`src/rtl/div_pkg.sv`:
```
// Shared types and helpers for the divider operand queue.
// Entries are sized to DIV_MAX_W; instances keep only their low M/N bits.
// quot_w() gives the quotient width M-N+1 used on the divider ports.
package div_pkg;

  localparam int DIV_MAX_W = 32;

  typedef struct packed {
    logic [DIV_MAX_W-1:0] dividend;
    logic [DIV_MAX_W-1:0] divisor;
  } div_entry_t;

  function automatic int quot_w(input int m, input int n);
    return m - n + 1;
  endfunction

endpackage

```
`src/rtl/div_fifo.sv`:
```
// Operand storage: DEPTH-entry circular buffer of div_entry_t.
// Head is visible combinationally; push/pop take effect on the rising edge.
// Backpressure: full blocks push, empty blocks pop; head reads zero when empty.
module div_fifo
  import div_pkg::*;
#(
  parameter int DEPTH = 4
) (
  input  logic       clk,
  input  logic       rst_n,
  input  logic       push,
  input  div_entry_t push_dat,
  input  logic       pop,
  output div_entry_t head_dat,
  output logic       empty,
  output logic       full
);

  localparam int AW = $clog2(DEPTH);

  logic [AW-1:0] wr_ptr_q, wr_ptr_d;
  logic [AW-1:0] rd_ptr_q, rd_ptr_d;
  logic [AW:0]   count_q, count_d;
  logic          push_ok, pop_ok;
  div_entry_t    mem_q [DEPTH];

  assign empty   = (count_q == '0);
  assign full    = (count_q == (AW+1)'(DEPTH));
  assign push_ok = push && !full;
  assign pop_ok  = pop && !empty;

  // Next pointer/count; pointers wrap naturally because DEPTH is a power of two
  always_comb begin
    wr_ptr_d = wr_ptr_q;
    rd_ptr_d = rd_ptr_q;
    count_d  = count_q;
    if (push_ok) wr_ptr_d = wr_ptr_q + 1'b1;
    if (pop_ok)  rd_ptr_d = rd_ptr_q + 1'b1;
    case ({push_ok, pop_ok})
      2'b10:   count_d = count_q + 1'b1;
      2'b01:   count_d = count_q - 1'b1;
      default: count_d = count_q;
    endcase
  end

  // Pointer and occupancy state
  always_ff @(posedge clk or negedge rst_n) begin
    if (!rst_n) begin
      wr_ptr_q <= '0;
      rd_ptr_q <= '0;
      count_q  <= '0;
    end else begin
      wr_ptr_q <= wr_ptr_d;
      rd_ptr_q <= rd_ptr_d;
      count_q  <= count_d;
    end
  end

  // Entry storage; contents are don't-care until written, so no reset
  always_ff @(posedge clk) begin
    if (push_ok) mem_q[wr_ptr_q] <= push_dat;
  end

  assign head_dat = empty ? '0 : mem_q[rd_ptr_q];

endmodule

```
`src/rtl/div_operand_queue.sv`:
```
// Operand queue in front of a combinational divider; result held in one output register.
// Latency: one cycle minimum from push edge to out_valid; one result per cycle sustained.
// Backpressure: in_ready = FIFO not full; head pops only when the result register is free or draining.
// Optional macro DIV_ZERO_CHECK_EN: flag zero divisors (out_dz=1, quotient all-ones, out_ovf=0).
module div_operand_queue
  import div_pkg::*;
#(
  parameter int M     = 5,
  parameter int N     = 3,
  parameter int DEPTH = 4
) (
  input  logic                     clk,
  input  logic                     rst_n,
  input  logic                     in_valid,
  output logic                     in_ready,
  input  logic [M-1:0]             in_dividend,
  input  logic [N-1:0]             in_divisor,
  output logic [M-1:0]             div_dividend,
  output logic [N-1:0]             div_divisor,
  input  logic [quot_w(M,N)-1:0]   div_quotient,
  output logic                     out_valid,
  input  logic                     out_ready,
  output logic [quot_w(M,N)-1:0]   out_quotient,
  output logic                     out_ovf,
  output logic                     out_dz
);

  localparam int QW = quot_w(M, N);

  div_entry_t     push_dat, head_dat;
  logic           fifo_empty, fifo_full;
  logic           push, pop;
  logic           unused_head;

  logic [M:0]     dvd_ext, dvs_sh;
  logic           ovf_raw, res_ovf, res_dz;
  logic [QW-1:0]  res_quot;

  logic           out_valid_q, out_valid_d;
  logic [QW-1:0]  out_quotient_q, out_quotient_d;
  logic           out_ovf_q, out_ovf_d;
  logic           out_dz_q, out_dz_d;

  assign in_ready = !fifo_full;
  assign push     = in_valid && in_ready;
  assign pop      = !fifo_empty && (!out_valid_q || out_ready);

  assign push_dat.dividend = DIV_MAX_W'(in_dividend);
  assign push_dat.divisor  = DIV_MAX_W'(in_divisor);

  div_fifo #(.DEPTH(DEPTH)) u_fifo (
    .clk      (clk),
    .rst_n    (rst_n),
    .push     (push),
    .push_dat (push_dat),
    .pop      (pop),
    .head_dat (head_dat),
    .empty    (fifo_empty),
    .full     (fifo_full)
  );

  // Head is already zero when empty, so the divider sees zeros then
  assign div_dividend = head_dat.dividend[M-1:0];
  assign div_divisor  = head_dat.divisor[N-1:0];
  // Upper entry bits are always zero for this instance
  assign unused_head  = ^{head_dat.dividend >> M, head_dat.divisor >> N};

  // Overflow: quotient needs more than QW bits when dividend >= divisor * 2^QW
  always_comb begin
    dvd_ext = {1'b0, div_dividend};
    dvs_sh  = (M+1)'(div_divisor) << QW;
    ovf_raw = (dvd_ext >= dvs_sh);
  end

  // Result shaping, with optional zero-divisor override
  always_comb begin
`ifdef DIV_ZERO_CHECK_EN
    res_dz   = (div_divisor == '0);
    res_quot = res_dz ? '1 : div_quotient;
    res_ovf  = res_dz ? 1'b0 : ovf_raw;
`else
    res_dz   = 1'b0;
    res_quot = div_quotient;
    res_ovf  = ovf_raw;
`endif
  end

  // Result register: load on pop, clear on drain without refill, else hold
  always_comb begin
    out_valid_d    = out_valid_q;
    out_quotient_d = out_quotient_q;
    out_ovf_d      = out_ovf_q;
    out_dz_d       = out_dz_q;
    if (pop) begin
      out_valid_d    = 1'b1;
      out_quotient_d = res_quot;
      out_ovf_d      = res_ovf;
      out_dz_d       = res_dz;
    end else if (out_ready) begin
      out_valid_d    = 1'b0;
    end
  end

  // Result register state
  always_ff @(posedge clk or negedge rst_n) begin
    if (!rst_n) begin
      out_valid_q    <= 1'b0;
      out_quotient_q <= '0;
      out_ovf_q      <= 1'b0;
      out_dz_q       <= 1'b0;
    end else begin
      out_valid_q    <= out_valid_d;
      out_quotient_q <= out_quotient_d;
      out_ovf_q      <= out_ovf_d;
      out_dz_q       <= out_dz_d;
    end
  end

  assign out_valid    = out_valid_q;
  assign out_quotient = out_quotient_q;
  assign out_ovf      = out_ovf_q;
  assign out_dz       = out_dz_q;

endmodule

```
`config.mk`:
```
export PLATFORM = sky130hd
export DESIGN_NAME = div_operand_queue
export DESIGN_NICKNAME = d
export VERILOG_FILES = /design/src/rtl/div_pkg.sv /design/src/rtl/div_fifo.sv /design/src/rtl/div_operand_queue.sv
export SDC_FILE = /design/constraint.sdc
export NUM_CORES = 1
export LEC_CHECK = 0
export CORE_MARGIN = 4
export CORE_UTILIZATION = 46
export CTS_CLUSTER_SIZE = 12
export DETAILED_ROUTE_END_ITERATION = 10
export PLACE_DENSITY = 0.61
export SYNTH_ARGS = -nofsm -noshare
export SYNTH_HDL_FRONTEND = slang
export SYNTH_HIERARCHICAL = 1
export SYNTH_SLANG_ARGS = --single-unit
```
`constraint.sdc`:
```
create_clock -name clk -period 4.4 [get_ports clk]
set_clock_uncertainty 0.1 [all_clocks]
set_input_delay 0.66 -clock clk [delete_from_list [all_inputs] [get_ports clk]]
set_output_delay 0.66 -clock clk [all_outputs]
set_load 0.05 [all_outputs]
```
==> summary.md, run 1 <==
| Metric | Value |
|---|---|
| Status | `finished clean` |
| Final-report hold violation count | `0` |
| Final GP Congestion | `0.6814` |
| Global-route wire length before repair | `5651 um` |
| Fmax achieved | `0.3076 GHz` |
| Leakage Power | `0.8854 nW` |
| DR DRC count | `0` |
| Post-DP HPWL | `2377 um` |
| Most frequent cells in the layout | `edfxtp_1 (32), clkdlybuf4s50_1 (28), and2_1 (13), dfrtp_1 (12), inv_1 (11)` |
| Crit end category | `output pin` |
| Synth-to-layout area growth | `16.88%` |
| Min cycle time layout | `3.251 ns` |
| Cell count after synthesis | `around 130` |
| CTS tree | `built` |
| Largest net degree at the start of global routing | `14` |
| Core Box Area | `about 4000 um^2` |
| Clock Latency Late Sink | `about 0.29 ns` |
| Worst Reg-to-Reg Cells | `11` |
| Initial antenna violation count | `0` |
| Fillers | `between 300 and 400` |
| Synthesis Warnings | `6` |
| Final setup violation count | `0` |
| Routed length per instance | `roughly 17 um` |
| CTS H-Tree Depth | `2` |
| Crit Path Max Fanout | `10` |
| Postcts setup bufs | `0` |
| CP startpoint kind | `flip-flop` |
| Gr usage total | `0.1447` |
| Worst endpoint required time | `around 3.6 ns` |
| Util after Layout | `0.5704` |
| Fin nets | `approximately 170` |
| Share of post-route cells with drive strength above 1 | `0.1429` |
| Clock Tree Buf Depth | `2` |
| Hold buffer count at cts | `0` |
| Post-DRT Antenna Nets | `0` |
| Routed vias/inst | `5.122` |
| Reg area | `1261 um^2` |
| RSZ-0062 raised after global routing | `no` |
| Fin. max-slew vios | `0` |
| Syn Area/Cell | `between 15 and 20 um^2` |
| Drt pass-1 iters | `4` |
| Total power divided by cell area | `about 800 nW/um^2` |
| Most common cell after layout, fill and taps aside | `edfxtp_1` |
| Die W | `74.07 um` |
| Net count after synthesis | `151` |
| Die area | `5486 um^2` |
| Initial DRC count | `65` |
| Relative slew slack | `0.6094` |
| Period utilization | `0.7388` |
| Clock Root Buffer | `clkbuf_8` |
| Io pins | `30` |
| Setup TNS | `0 ns` |
| Hold Crit Class | `flip-flop to flip-flop` |
| Aggregate global routing overflow | `0` |
| Ant. Diodes | `0` |
| VDD IR max | `0.3338 mV` |
| Hold Path Depth | `1` |
| Num rows | `23` |
| CP Class | `flip-flop to output pin` |
| Post-CTS resize count | `0` |
| Total Wirelength | `approximately 3300 um` |
| Clk sinks | `44` |
| CTS Buf Count | `5` |
| IO buf count | `28` |
| Vias in the first global route | `1070` |
| Area of the multi-input gates | `594.3 um^2` |
| Via count | `1009` |
| Die height | `74.07 um` |
| Data arrival time of the worst path | `roughly 2.5 ns` |
| Synth Cell Area | `2008 um^2` |
| Worst slew pin tran | `0.5840 ns` |
| Reg clk slew, reported paths | `0.08 ns` |
| Max cap viols | `0` |
| Initial Utilization | `0.4880` |
-- path summary, 6_finish.rpt --
| kind | from | to | slack (ns) |
|---|---|---|---|
| max in group asynchronous | rst_n | u_fifo/wr_ptr_q[0] | 3.18 |
| hold reg to reg | u_fifo/count_q[2] | u_fifo/count_q[2] | 0.39 |
| min in group asynchronous | rst_n | out_valid | 0.63 |
| setup reg to reg | u_fifo/count_q[0] | u_fifo/count_q[2] | 1.87 |
| hold / removal | u_fifo/count_q[2] | u_fifo/count_q[2] | 0.39 |
| setup / recovery | u_fifo/rd_ptr_q[0] | div_dividend[2] | 1.15 |
-- worst max-delay path, cell delays in order (launching register included) --
cell	delay (ns)
dfrtp_1	0.72
mux4_2	0.57
and2_1	0.20
clkdlybuf4s50_1	0.71
-- per-layer routing --
metal  part of all wire  track usage  vias up  wire [um]
li1                   -            -      468          -
met1               0.44       0.1952      509       1466
met2               0.49       0.2215       26       1612
met3              0.053      0.04865        6        177
met4              0.017      0.04829        0         55
met5                  0            0        -          0
-- per-stage QoR --
stage          area (um^2)  hold WS, ns  worst slack, ns  power (mW)  cells
2_1_floorplan         2008       0.2644            2.045       1.406    128
3_3_place_gp          2240       0.3745            1.426       1.598    189
6_report              2347       0.3878            1.149       1.888    197
3_5_place_dp          2240       0.3767            1.425       1.620    189
4_1_cts               2347       0.3898            1.089       1.918    197
5_1_grt               2347       0.4027           0.9863       2.023    197
-- sequential cells by signal, summed over array words and instances, names as in the netlist --
signal,cells
out_ovf,1
out_quotient,3
out_valid,1
u_fifo/count_q,3
u_fifo/mem_q,32
u_fifo/rd_ptr_q,2
u_fifo/wr_ptr_q,2
-- power by group --
part | internal (mW) | leakage, nW | switching, mW | total [mW]
clock | 0.168 | 0.0552 | 0.125 | 0.294
combinational | 0.393 | 0.400 | 0.545 | 0.939
sequential | 0.568 | 0.430 | 0.0871 | 0.655
-- area by class of cell --
type | instances | area share
sequential | 44 | 0.5373
clock buffer | 6 | 0.03092
multi-input combinational | 56 | 0.2532
inverter | 11 | 0.01759
clock inverter | 2 | 0.01493
tap | 50 | 0.02665
timing repair buffer | 28 | 0.1194
Note: power is estimated with default switching activity, not from simulation.
==> run 2, diff against run 1 <==
Settings changed: PLACE_DENSITY 0.61 to 0.64.
Clock period 4.4 ns to 2.9 ns, I/O delays scaled along.
==> run 2 against run 1 <==
Non-clock buffer count up 1. Utilization down 0.40 points. Sequential share of layout area up 0.43 points. Cell count up 0.51%. Largest power group unchanged. Global-route usage down 0.98 points.
==> summary.md, run 2 (synthesis gave the netlist of run 1 again) <==
| Metric | Value |
|---|---|
| Setup TNS | `0 ns` |
| Sw Share | `0.4116` |
| Initial Utilization | `0.4880` |
| Routed vias/inst | `4.960` |
| DR DRC count | `0` |
| Post-DRT Antenna Nets | `0` |
| Design Area, Final | `about 2300 um^2` |
| Via count | `about 980` |
| Postcts setup bufs | `0` |
| CTS tree | `built` |
| Total Wirelength | `3213 um` |
| Status | `finished clean` |
| Clock Tree Buf Depth | `2` |
| Hold Crit Class | `primary input to asynchronous set/reset pin` |
| CP max stage cell | `clkdlybuf4s50_1` |
| Vias in the first global route | `~1100` |
| IO buf count | `28` |
| Min cycle time layout | `2.793 ns` |
| Fmax achieved | `around 0.36 GHz` |
| Data arrival time of the worst path | `2.26 ns` |
| Final GP Congestion | `between 0.7 and 0.8` |
| Max reg flops | `32` |
| Initial DRC count | `51` |
| Hold slack final | `0.3956 ns` |
| Die W | `74.07 um` |
| Io pins | `30` |
| Post-DP HPWL | `about 2400 um` |
| Synth-to-layout area growth | `16.07%` |
| Largest reg by FF count | `u_fifo/mem_q` |
| Fin. max-slew vios | `0` |
| CP startpoint kind | `flip-flop` |
| CTS Buf Count | `5` |
| Initial antenna violation count | `0` |
| CP delay by family, top | `buffers and inverters` |
| Placed Cells | `190` |
| Gate power share | `0.513` |
| Relative slew slack | `0.6288` |
| Worst endpoint required time | `2.37 ns` |
| Clk sinks | `44` |
| CP cell instances | `mux4_2 -> and2_1 -> clkdlybuf4s50_1` |
| Crit path largest cell delay | `0.70 ns` |
| Share of post-route cells with drive strength above 1 | `0.1554` |
| Total power divided by cell area | `1182 nW/um^2` |
| RSZ-0062 raised after global routing | `no` |
| Internal power | `between 1.5 and 2 mW` |
| Period utilization | `0.9631` |
| Clock Latency Late Sink | `a little under 0.3 ns` |
| VDD IR max | `0.4984 mV` |
| Die height | `~74 um` |
| Bufs and invs on worst path | `1` |
| Most common cell after layout, fill and taps aside | `edfxtp_1` |
| Util after Layout | `0.5664` |
| CTS H-Tree Depth | `2` |
| Max cap viols | `0` |
| Ant. Diodes | `0` |
| Most frequent cells in the layout | `edfxtp_1 (32), clkdlybuf4s50_1 (23), and2_1 (13), inv_1 (11), dfrtp_1 (11)` |
| Global-route wire length before repair | `approximately 5400 um` |
| Reg clk slew, reported paths | `roughly 0.08 ns` |
| Non-filler cells in the finished layout | `198` |
| Final setup violation count | `0` |
| Crit Path Max Fanout | `10` |
| Worst slew pin tran | `0.5550 ns` |
| Largest net degree at the start of global routing | `13` |
| Die area | `5486 um^2` |
| Aggregate global routing overflow | `0` |
| Post-place instance area | `about 2200 um^2` |
| CP Class | `flip-flop to output pin` |
| Num rows | `23` |
| Flop pwr share | `0.361` |
| Drt pass-1 iters | `4` |
| Net switching power of the design | `between 1 and 1.5 mW` |
| Fillers | `339` |
| Final-report hold violation count | `0` |
| Clock Root Buffer | `clkbuf_8` |
| Post-CTS resize count | `1` |
| Crit end category | `output pin` |
| Gr usage total | `0.1349` |
| Routed length per instance | `16.23 um` |
| Leakage Power | `about 0.91 nW` |
| Core Box Area | `roughly 4000 um^2` |
| Fin nets | `170` |
| Clock power frac | `0.127` |
| Hold buffer count at cts | `0` |
[run 2: worst paths after layout]
check	startpoint	end	slack, ns	cells after the start
setup / recovery	u_fifo/rd_ptr_q[0]	div_divisor[0]	0.11	3
hold / removal	rst_n	out_ovf	0.40	1
setup reg to reg	u_fifo/count_q[0]	u_fifo/count_q[2]	0.39	11
hold reg to reg	u_fifo/count_q[2]	u_fifo/count_q[2]	0.40	1
max in group asynchronous	rst_n	u_fifo/rd_ptr_q[0]	1.89	1
min in group clk	u_fifo/count_q[2]	u_fifo/count_q[2]	0.40	1
[run 2: routing by layer]
metal | track usage | vias up | wire length, um
met5 | 0 | - | 0
met4 | 0.05433 | 0 | 53
met3 | 0.04189 | 6 | 164
met2 | 0.2185 | 26 | 1598
met1 | 0.1694 | 479 | 1396
li1 | - | 471 | -
[run 2: power by group through the flow]
stage | Sequential (mW) | Clock (mW) | Combinational [mW]
6_report | 0.994 | 0.350 | 1.41
2_1_floorplan | 1.03 | 0 | 1.10
4_1_cts | 1.00 | 0.365 | 1.44
3_3_place_gp | 1.00 | 0 | 1.39
3_5_place_dp | 1.01 | 0 | 1.44
5_1_grt | 1.02 | 0.395 | 1.52
[run 2: per-stage QoR]
stage | setup slack (ns) | total power [mW]
finish | 0.1070 | 2.756
global route | 0.008300 | 2.932
CTS | 0.05163 | 2.809
detailed placement | 0.1869 | 2.452
global placement | 0.2052 | 2.396
floorplan | 0.5445 | 2.134
[run 2: layout make-up]
| cell class | instances | area, um^2 | area share |
|---|---|---|---|
| sequential | 44 | 1262 | 0.5416 |
| multi-input combinational | 56 | 594.3 | 0.2550 |
| timing repair buffer | 29 | 290.3 | 0.1245 |
| clock buffer | 7 | 76.32 | 0.03274 |
| tap | 50 | 62.56 | 0.02684 |
| inverter | 11 | 41.29 | 0.01771 |
| clock inverter | 1 | 3.754 | 0.001610 |
